===== src/rtl/pipe_hazard_regs_pkg.sv =====
// Shared pipeline definitions for the IF/ID and ID/EX register slice.
// Provides the NOP encoding, the control-bundle layout and its width,
// the memRead bit position and the all-zero control word used for bubbles.
package pipe_hazard_regs_pkg;

    localparam int CTRL_BUNDLE_W = 9;
    localparam int MEMREAD_IDX   = 3;

    // The control bundle as it sits in ID/EX; the field order fixes the bit indices:
    // [0] regDst [1] aluSrc [2] memToReg [3] memRead [4] memWrite
    // [5] regWrite [7:6] aluOp [8] branch
    typedef struct packed {
        logic       branch;
        logic [1:0] alu_op;
        logic       reg_write;
        logic       mem_write;
        logic       mem_read;
        logic       mem_to_reg;
        logic       alu_src;
        logic       reg_dst;
    } ctrl_t;

    localparam logic [31:0]              NOP_INST  = 32'h0000_0000;
    localparam logic [CTRL_BUNDLE_W-1:0] CTRL_ZERO = '0;

endpackage


===== src/rtl/pipe_hazard_regs_sat_counter.sv =====
// Saturating event counter: counts up by one on each clock with inc=1 and
// stops at all-ones (no wrap).
// Ports: clk (rising edge), rst (async active-low), inc (count enable),
//        count (current value).
module sat_counter #(
    parameter int CNT_W = 16
) (
    input  logic             clk,
    input  logic             rst,
    input  logic             inc,
    output logic [CNT_W-1:0] count
);

    logic [CNT_W-1:0] count_q, count_d;

    always_comb begin
        count_d = count_q;
        if (inc && (count_q != {CNT_W{1'b1}})) begin
            count_d = count_q + CNT_W'(1);
        end
    end

    always_ff @(posedge clk or negedge rst) begin
        if (!rst) count_q <= '0;
        else      count_q <= count_d;
    end

    assign count = count_q;

endmodule


===== src/rtl/pipe_hazard_regs.sv =====
// IF/ID and ID/EX pipeline registers of the 5-stage MIPS datapath, acting on
// the hazard-unit controls (IF_ID_write hold, controlSel bubble, IF_flush
// squash) and returning ID_EX_memRead / ID_EX_Rt to the hazard unit.
// Ports:
//   clk, rst (async active-low)
//   IF_ID_write, controlSel, IF_flush      hazard controls
//   pcPlus4_in, inst_in                    IF stage inputs
//   ctrl_in, readData1/2_in, signExt_in,
//   Rs_in, Rt_in, Rd_in                    ID stage inputs
//   IF_ID_*                                IF/ID register contents
//   ID_EX_*                                ID/EX register contents
//   stallCount, bubbleCount, flushCount    saturating event counters
module pipe_hazard_regs
    import pipe_hazard_regs_pkg::*;
#(
    parameter int WIDTH       = 32,
    parameter int CTRL_W      = CTRL_BUNDLE_W,
    parameter int MEMREAD_BIT = MEMREAD_IDX,
    parameter int CNT_W       = 16
) (
    input  logic              clk,
    input  logic              rst,
    input  logic              IF_ID_write,
    input  logic              controlSel,
    input  logic              IF_flush,
    input  logic [WIDTH-1:0]  pcPlus4_in,
    input  logic [WIDTH-1:0]  inst_in,
    input  logic [CTRL_W-1:0] ctrl_in,
    input  logic [WIDTH-1:0]  readData1_in,
    input  logic [WIDTH-1:0]  readData2_in,
    input  logic [WIDTH-1:0]  signExt_in,
    input  logic [4:0]        Rs_in,
    input  logic [4:0]        Rt_in,
    input  logic [4:0]        Rd_in,
    output logic [WIDTH-1:0]  IF_ID_pcPlus4,
    output logic [WIDTH-1:0]  IF_ID_inst,
    output logic              IF_ID_valid,
    output logic [CTRL_W-1:0] ID_EX_ctrl,
    output logic [WIDTH-1:0]  ID_EX_readData1,
    output logic [WIDTH-1:0]  ID_EX_readData2,
    output logic [WIDTH-1:0]  ID_EX_signExt,
    output logic [4:0]        ID_EX_Rs,
    output logic [4:0]        ID_EX_Rt,
    output logic [4:0]        ID_EX_Rd,
    output logic              ID_EX_memRead,
    output logic              ID_EX_valid,
    output logic [CNT_W-1:0]  stallCount,
    output logic [CNT_W-1:0]  bubbleCount,
    output logic [CNT_W-1:0]  flushCount
);

    logic [WIDTH-1:0]  if_pc_q, if_pc_d;
    logic [WIDTH-1:0]  if_inst_q, if_inst_d;
    logic              if_valid_q, if_valid_d;
    logic [CTRL_W-1:0] ex_ctrl_q, ex_ctrl_d;
    logic [WIDTH-1:0]  ex_rd1_q, ex_rd1_d;
    logic [WIDTH-1:0]  ex_rd2_q, ex_rd2_d;
    logic [WIDTH-1:0]  ex_se_q, ex_se_d;
    logic [4:0]        ex_rs_q, ex_rs_d;
    logic [4:0]        ex_rt_q, ex_rt_d;
    logic [4:0]        ex_rd_q, ex_rd_d;
    logic              ex_valid_q, ex_valid_d;

    logic stall_ev, bubble_ev, flush_ev;

    // IF/ID: a stall outranks a flush, because the branch sitting in ID is
    // itself stalled and its taken/not-taken decision is not yet trustworthy.
    always_comb begin
        if_pc_d    = if_pc_q;
        if_inst_d  = if_inst_q;
        if_valid_d = if_valid_q;
        flush_ev   = 1'b0;
        if (IF_ID_write) begin
            if_pc_d = pcPlus4_in;
            if (IF_flush) begin
                if_inst_d  = WIDTH'(NOP_INST);
                if_valid_d = 1'b0;
                flush_ev   = 1'b1;
            end else begin
                if_inst_d  = inst_in;
                if_valid_d = 1'b1;
            end
        end
    end

    assign stall_ev = !IF_ID_write;

    // A squashed IF/ID slot must not reach EX with live control either, so an
    // invalid IF/ID forces a bubble just like controlSel=0.
    assign bubble_ev = !controlSel || !if_valid_q;

    always_comb begin
        ex_rd1_d   = readData1_in;
        ex_rd2_d   = readData2_in;
        ex_se_d    = signExt_in;
        ex_rs_d    = Rs_in;
        ex_rt_d    = Rt_in;
        ex_rd_d    = Rd_in;
        ex_ctrl_d  = ctrl_in;
        ex_valid_d = 1'b1;
        if (bubble_ev) begin
            ex_ctrl_d  = CTRL_W'(CTRL_ZERO);
            ex_valid_d = 1'b0;
        end
    end

    always_ff @(posedge clk or negedge rst) begin
        if (!rst) begin
            if_pc_q    <= '0;
            if_inst_q  <= '0;
            if_valid_q <= 1'b0;
            ex_ctrl_q  <= '0;
            ex_rd1_q   <= '0;
            ex_rd2_q   <= '0;
            ex_se_q    <= '0;
            ex_rs_q    <= '0;
            ex_rt_q    <= '0;
            ex_rd_q    <= '0;
            ex_valid_q <= 1'b0;
        end else begin
            if_pc_q    <= if_pc_d;
            if_inst_q  <= if_inst_d;
            if_valid_q <= if_valid_d;
            ex_ctrl_q  <= ex_ctrl_d;
            ex_rd1_q   <= ex_rd1_d;
            ex_rd2_q   <= ex_rd2_d;
            ex_se_q    <= ex_se_d;
            ex_rs_q    <= ex_rs_d;
            ex_rt_q    <= ex_rt_d;
            ex_rd_q    <= ex_rd_d;
            ex_valid_q <= ex_valid_d;
        end
    end

    assign IF_ID_pcPlus4   = if_pc_q;
    assign IF_ID_inst      = if_inst_q;
    assign IF_ID_valid     = if_valid_q;
    assign ID_EX_ctrl      = ex_ctrl_q;
    assign ID_EX_readData1 = ex_rd1_q;
    assign ID_EX_readData2 = ex_rd2_q;
    assign ID_EX_signExt   = ex_se_q;
    assign ID_EX_Rs        = ex_rs_q;
    assign ID_EX_Rt        = ex_rt_q;
    assign ID_EX_Rd        = ex_rd_q;
    assign ID_EX_valid     = ex_valid_q;
    // Taken from the registered ctrl so a bubble clears it, which ends a
    // load-use stall after exactly one cycle.
    assign ID_EX_memRead   = ex_ctrl_q[MEMREAD_BIT];

    sat_counter #(.CNT_W(CNT_W)) u_stall_cnt (
        .clk(clk), .rst(rst), .inc(stall_ev), .count(stallCount)
    );

    sat_counter #(.CNT_W(CNT_W)) u_bubble_cnt (
        .clk(clk), .rst(rst), .inc(bubble_ev), .count(bubbleCount)
    );

    sat_counter #(.CNT_W(CNT_W)) u_flush_cnt (
        .clk(clk), .rst(rst), .inc(flush_ev), .count(flushCount)
    );

endmodule

===== config.mk =====
export PLATFORM = sky130hd
export DESIGN_NAME = pipe_hazard_regs
export DESIGN_NICKNAME = d
export VERILOG_FILES = /design/src/rtl/pipe_hazard_regs_pkg.sv /design/src/rtl/pipe_hazard_regs_sat_counter.sv /design/src/rtl/pipe_hazard_regs.sv
export SDC_FILE = /design/constraint.sdc
export NUM_CORES = 1
export LEC_CHECK = 0
export CORE_AREA = 5 5 162 164
export DETAILED_ROUTE_END_ITERATION = 12
export DIE_AREA = 0 0 167 169
export PLACE_DENSITY = 0.68
export SETUP_SLACK_MARGIN = 0.02
export SLEW_MARGIN = 30
export SYNTH_ARGS = -nofsm -noshare
export SYNTH_HDL_FRONTEND = slang
export SYNTH_SLANG_ARGS = --single-unit

===== constraint.sdc =====
create_clock -name clk -period 2.45 [get_ports clk]
set_input_delay 0.735 -clock clk [delete_from_list [all_inputs] [get_ports clk]]
set_output_delay 0.735 -clock clk [all_outputs]
set_load 0.005 [all_outputs]

; ---- Word-level counts from Yosys, hierarchy flattened
; Cells that the tools add are included.
[totals]
ff_bits = 234
latch_bits = 0
ram_bits = 0
romBits = 0
in_bits = 189
wordCells = 33
mem_count = 0
[classes]
add_sub_neg = 3
mul = 0
n_div = 0
magnitude_cmp = 0
eq_ne = 3
shifts = 0
muxes = 6
n_bitwise = 0
reduce_logical = 7
[op_table]
columns = cell, count
row1 = adder 16 x 1 -> 16 bit (second input constant), 3
row2 = inequality test 16 bit (second input constant), 3
row3 = 2-to-1 mux 32 bit, 1
row4 = 2-to-1 mux 9 bit, 1
row5 = 2-to-1 mux 1 bit, 4
row6 = logical AND 1 bit, 3
row7 = logical NOT 1 bit, 3
row8 = logical OR 1 bit, 1

; ---- Logic depth before layout (Yosys ltp)
[logic_depth]
word_depth = 3
mapped_depth = 8
ltp_nobuf = 6

; ---- Hierarchy
; Synthesis repeated with hierarchy kept, for this count alone.
[hier_totals]
cells_unflattened = 559
area_unflattened_um2 = 8383.0
[by_module_without_submodules]
columns = mod, n_inst, cells_each, area_per_inst_um2, seq_area_each_um2
row1 = pipe_hazard_regs, 1, 338, 5779.3, 4654.5
row2 = sat_counter (u_flush_cnt ...), 2, 72, 859.6, 400.4
row3 = sat_counter (u_bubble_cnt), 1, 77, 884.6, 400.4

; ---- Least setup slack after synthesis
; Ideal clock, no wire load.
[synth_path]
path_kind = input-to-reg
from = input port IF_ID_write
to = register if_inst_q[0], in the netlist IF_ID_inst[0]
arrival_ps = 1695
t_required_ps = 2314
setup_slack_ps = 619
path_stages = 4
n_path_buf = 3
path_cell_list = clkbuf_1 > buf_1 > clkbuf_1 > o21ai_0
[synth_rtl]
columns = element, line_no
row1 = from (decl), pipe_hazard_regs.sv:23  ; input logic IF_ID_write,
row2 = to (signal assigned), pipe_hazard_regs.sv:122  ; if_inst_q <= if_inst_d;
row3 = to (decl), pipe_hazard_regs.sv:53  ; logic [WIDTH-1:0] if_inst_q, if_inst_d;
; No word-level cell between the ends.

; ---- Worst setup path in the final report
[layout_path]
from = register u_flush_cnt.count_q[2], in the netlist u_flush_cnt.count[2]
to = output port flushCount[2]
[layout_rtl]
columns = element, line_no
row1 = from (decl), pipe_hazard_regs_sat_counter.sv:14  ; logic [CNT_W-1:0] count_q, count_d;
row2 = from (signal assigned), pipe_hazard_regs_sat_counter.sv:25  ; else count_q <= count_d;
row3 = to (decl), pipe_hazard_regs.sv:49  ; output logic [CNT_W-1:0] flushCount
; No word-level cell between the ends.

==> results <==
through the flow:
step	hold slack (ns)	util [%]	cell area, um2	cells	setup WS, ns
4_1_cts	0.152	54.6	13500	1335	0.0294
5_1_grt	0.184	54.6	13500	1335	0.0273
3_3_place_gp	0.483	51.0	12600	1288	0.0898
6_report	0.149	54.6	13500	1335	0.0935
2_1_floorplan	0.439	-	7910	540	0.619
3_5_place_dp	0.491	51.0	12600	1288	0.0919
routing by layer:
metal	share of wire, %	up-vias	routed length, um
li1	-	2707	-
met5	0.054	-	13
met2	50	267	12000
met4	3.0	2	728
met1	38	2808	9270
met3	8.7	54	2100
cell families (layout without fill, tap and decap cells):
kind of cell    count (synthesis)  in the layout  synth area share (%)
mux                            38             38                  5.39
xor+xnor                       37             37                  4.10
flops                         234            234                  74.0
buf+inv                        55            520                  2.85
compound gates                 49             49                  3.43
fa+ha+maj                       3              3                 0.474
simple gates                  124            124                  9.76
sequential cells by signal, summed over array words and instances (netlist names):
signal,count
ID_EX_Rs,5
IF_ID_valid,1
ID_EX_signExt,32
ID_EX_valid,1
u_bubble_cnt.count,16
ID_EX_ctrl,9
ID_EX_readData1,32
u_flush_cnt.count,16
ID_EX_readData2,32
ID_EX_Rd,5
IF_ID_inst,32
IF_ID_pcPlus4,32
u_stall_cnt.count,16
ID_EX_Rt,5
power groups by stage:
stage | Clock (mW) | Sequential, mW | Combinational [mW]
detailed placement | 0 | 4.60 | 1.75
global route | 4.24 | 4.59 | 1.87
global placement | 0 | 4.59 | 1.73
CTS | 4.09 | 4.54 | 1.76
floorplan | 0 | 4.59 | 0.409
finish | 3.94 | 4.53 | 1.72
cell type report:
| cell class | instances | area, um2 |
|---|---|---|
| clock buffers | 38 | 787 |
| repair buffers | 436 | 4370 |
| fillers | 2115 | 11200 |
| inverters | 37 | 139 |
| flip-flops and latches | 234 | 5860 |
| multi-input cells | 251 | 1830 |
| well taps | 330 | 413 |
| clock inverters | 9 | 104 |
cell usage after synthesis (all sizes together):
library cell,count
a21oi,7
a31oi,1
a41oi,1
and2,2
and3,17
and4,4
buf,10
clkbuf,8
dfrtp,234
ha,3
inv,37
mux2,37
mux2i,1
nand2,11
nand2b,2
nand3,20
nand3b,33
nand4,11
nor2,13
nor2b,1
nor3,7
nor4b,1
o211ai,2
o21a,4
o21ai,33
o41a,1
or3,1
or3b,1
xnor2,21
xor2,16
final timing paths:
kind / startpoint / to / cells after the start
max reg2reg: u_bubble_cnt.count[7] / u_bubble_cnt.count[15] / 5
min: rst / u_bubble_cnt.count[8] / 1
min in group clk: u_bubble_cnt.count[11] / u_bubble_cnt.count[11] / 1
max: u_flush_cnt.count[2] / flushCount[2] / 1
max in group asynchronous: rst / IF_ID_pcPlus4[13] / 2
min reg2reg: u_bubble_cnt.count[11] / u_bubble_cnt.count[11] / 1
==> results.sh <==
export IMPL_status="finished, final reports clean"
export IMPL_path_cells="clkdlybuf4s50_1"
export IMPL_wl_mm=24.1
export IMPL_path_buf_inv=1
export IMPL_die_h_um=169
export IMPL_cp_arrival_ns=1.62
export IMPL_io_pins=424
export IMPL_power_density_mw_per_mm2=755
export IMPL_fin_skew_ns=0.00678
export IMPL_cts_sinks=234
export IMPL_cts_root_buf="clkbuf_16"
export IMPL_clock_latency_ns=0.51
export IMPL_cap_violations=0
export IMPL_crit_path_end_kind="output port"
export IMPL_antenna_left=0
export IMPL_slowest_stage="clkdlybuf4s50_1"
export IMPL_post_cts_buffers=0
export IMPL_via_per_inst=4.37
export IMPL_busiest_layer="met2"
export IMPL_start_util_pct=32.0
export IMPL_rsz0062_at_grt="false"
export IMPL_syn_avg_cell_area_um2=14.7
export IMPL_synth_area_leaders="dfrtp_1 74%, mux2_2 5.3%, nand3b_1 3.1%, xnor2_1 2.3%, o21ai_0 2.1%"
export IMPL_r2r_slack_ns=0.60
export IMPL_core_mm2=0.0247
export IMPL_synthesis_nets=732
export IMPL_clkTransAtPathRegs_ns=0.06
export IMPL_max_stage_delay_ns=0.66
export IMPL_p_total_mw=10.2
export IMPL_die_width_um=167
export IMPL_synth_seq_area_share_pct=74.0
export IMPL_internal_power_mw=7.79
export IMPL_swShare_pct=23.6
export IMPL_yosysTopAreaCell="dfrtp_1"
export IMPL_tightest_slew_ns=0.534
export IMPL_syn_area_mm2=0.00791
export IMPL_synthToLayoutAreaGrowth_pct=70.6
export IMPL_htree_levels=1
export IMPL_cts_resized=0
export IMPL_grt_max_degree=70
export IMPL_finalSetupTns_ns=0
export IMPL_cts_made_buffers=26
export IMPL_switching_power_mw=2.41
export IMPL_gr_usage_met2_pct=28.2
export IMPL_drt_iter0_drc=269
export IMPL_drv_slew=0
export IMPL_grt_pass1_vias=6243
export IMPL_ys_types=36
export IMPL_ir_drop_uv=524
export IMPL_dr_pass1_iters=6
export IMPL_fmax_ghz=0.424
export IMPL_pwr_share_seq_pct=44.4
export IMPL_grtUsageMet3_pct=5.74
export IMPL_nets=1178
export IMPL_use_met1_pct=19.7
export IMPL_routedWlPerCell_um=18.1
export IMPL_antenna_cells=0
export IMPL_crit_family="buffers and inverters"
export IMPL_num_vias=5838
export IMPL_cts_tree="yes"
export IMPL_drive_above_1_share_pct=10.3
export IMPL_layout_common_cells="421 x clkdlybuf4s50_1, 234 x dfrtp_1, 37 x inv_1, 37 x mux2_2"
export IMPL_grt_overflow_total=0
export IMPL_slew_headroom_pct=64.4
export IMPL_power_frac_clock_pct=38.7
export IMPL_layout_commonest_cell="clkdlybuf4s50_1"
export IMPL_die_area_mm2=0.0282
export IMPL_pwr_share_comb_pct=16.9
export IMPL_hpwl_mm=18.4
export IMPL_clk_path_buf_depth=3
export IMPL_place_gp_congestion=0.811
export IMPL_port_buffers=423
export IMPL_finalHoldViolations=0
export IMPL_grt_usage_pct=16.5
export IMPL_start_kind="flop"
export IMPL_required_ns=1.71
export IMPL_antenna_found_initial=1
export IMPL_holdCritPathClass="in2async"
export IMPL_p_leak_nw=5.75
export IMPL_synth_seq_cells=234
export IMPL_fin_crit_sh_pct=96.2
export IMPL_rows=58
export IMPL_netlist_area_leader_share_pct=74.0
export IMPL_cts_hold_buffers=0
export IMPL_setup_viol=0
export IMPL_crit_path_max_fanout=6
export IMPL_path_class="reg2out"
export IMPL_yosysWarnings=0
export IMPL_post_route_drc_count=0
export IMPL_grt_pass1_wl_mm=36.8
export IMPL_fin_crit_ns=2.36
export IMPL_synthCells=540
(Power assumes the default switching activity.)
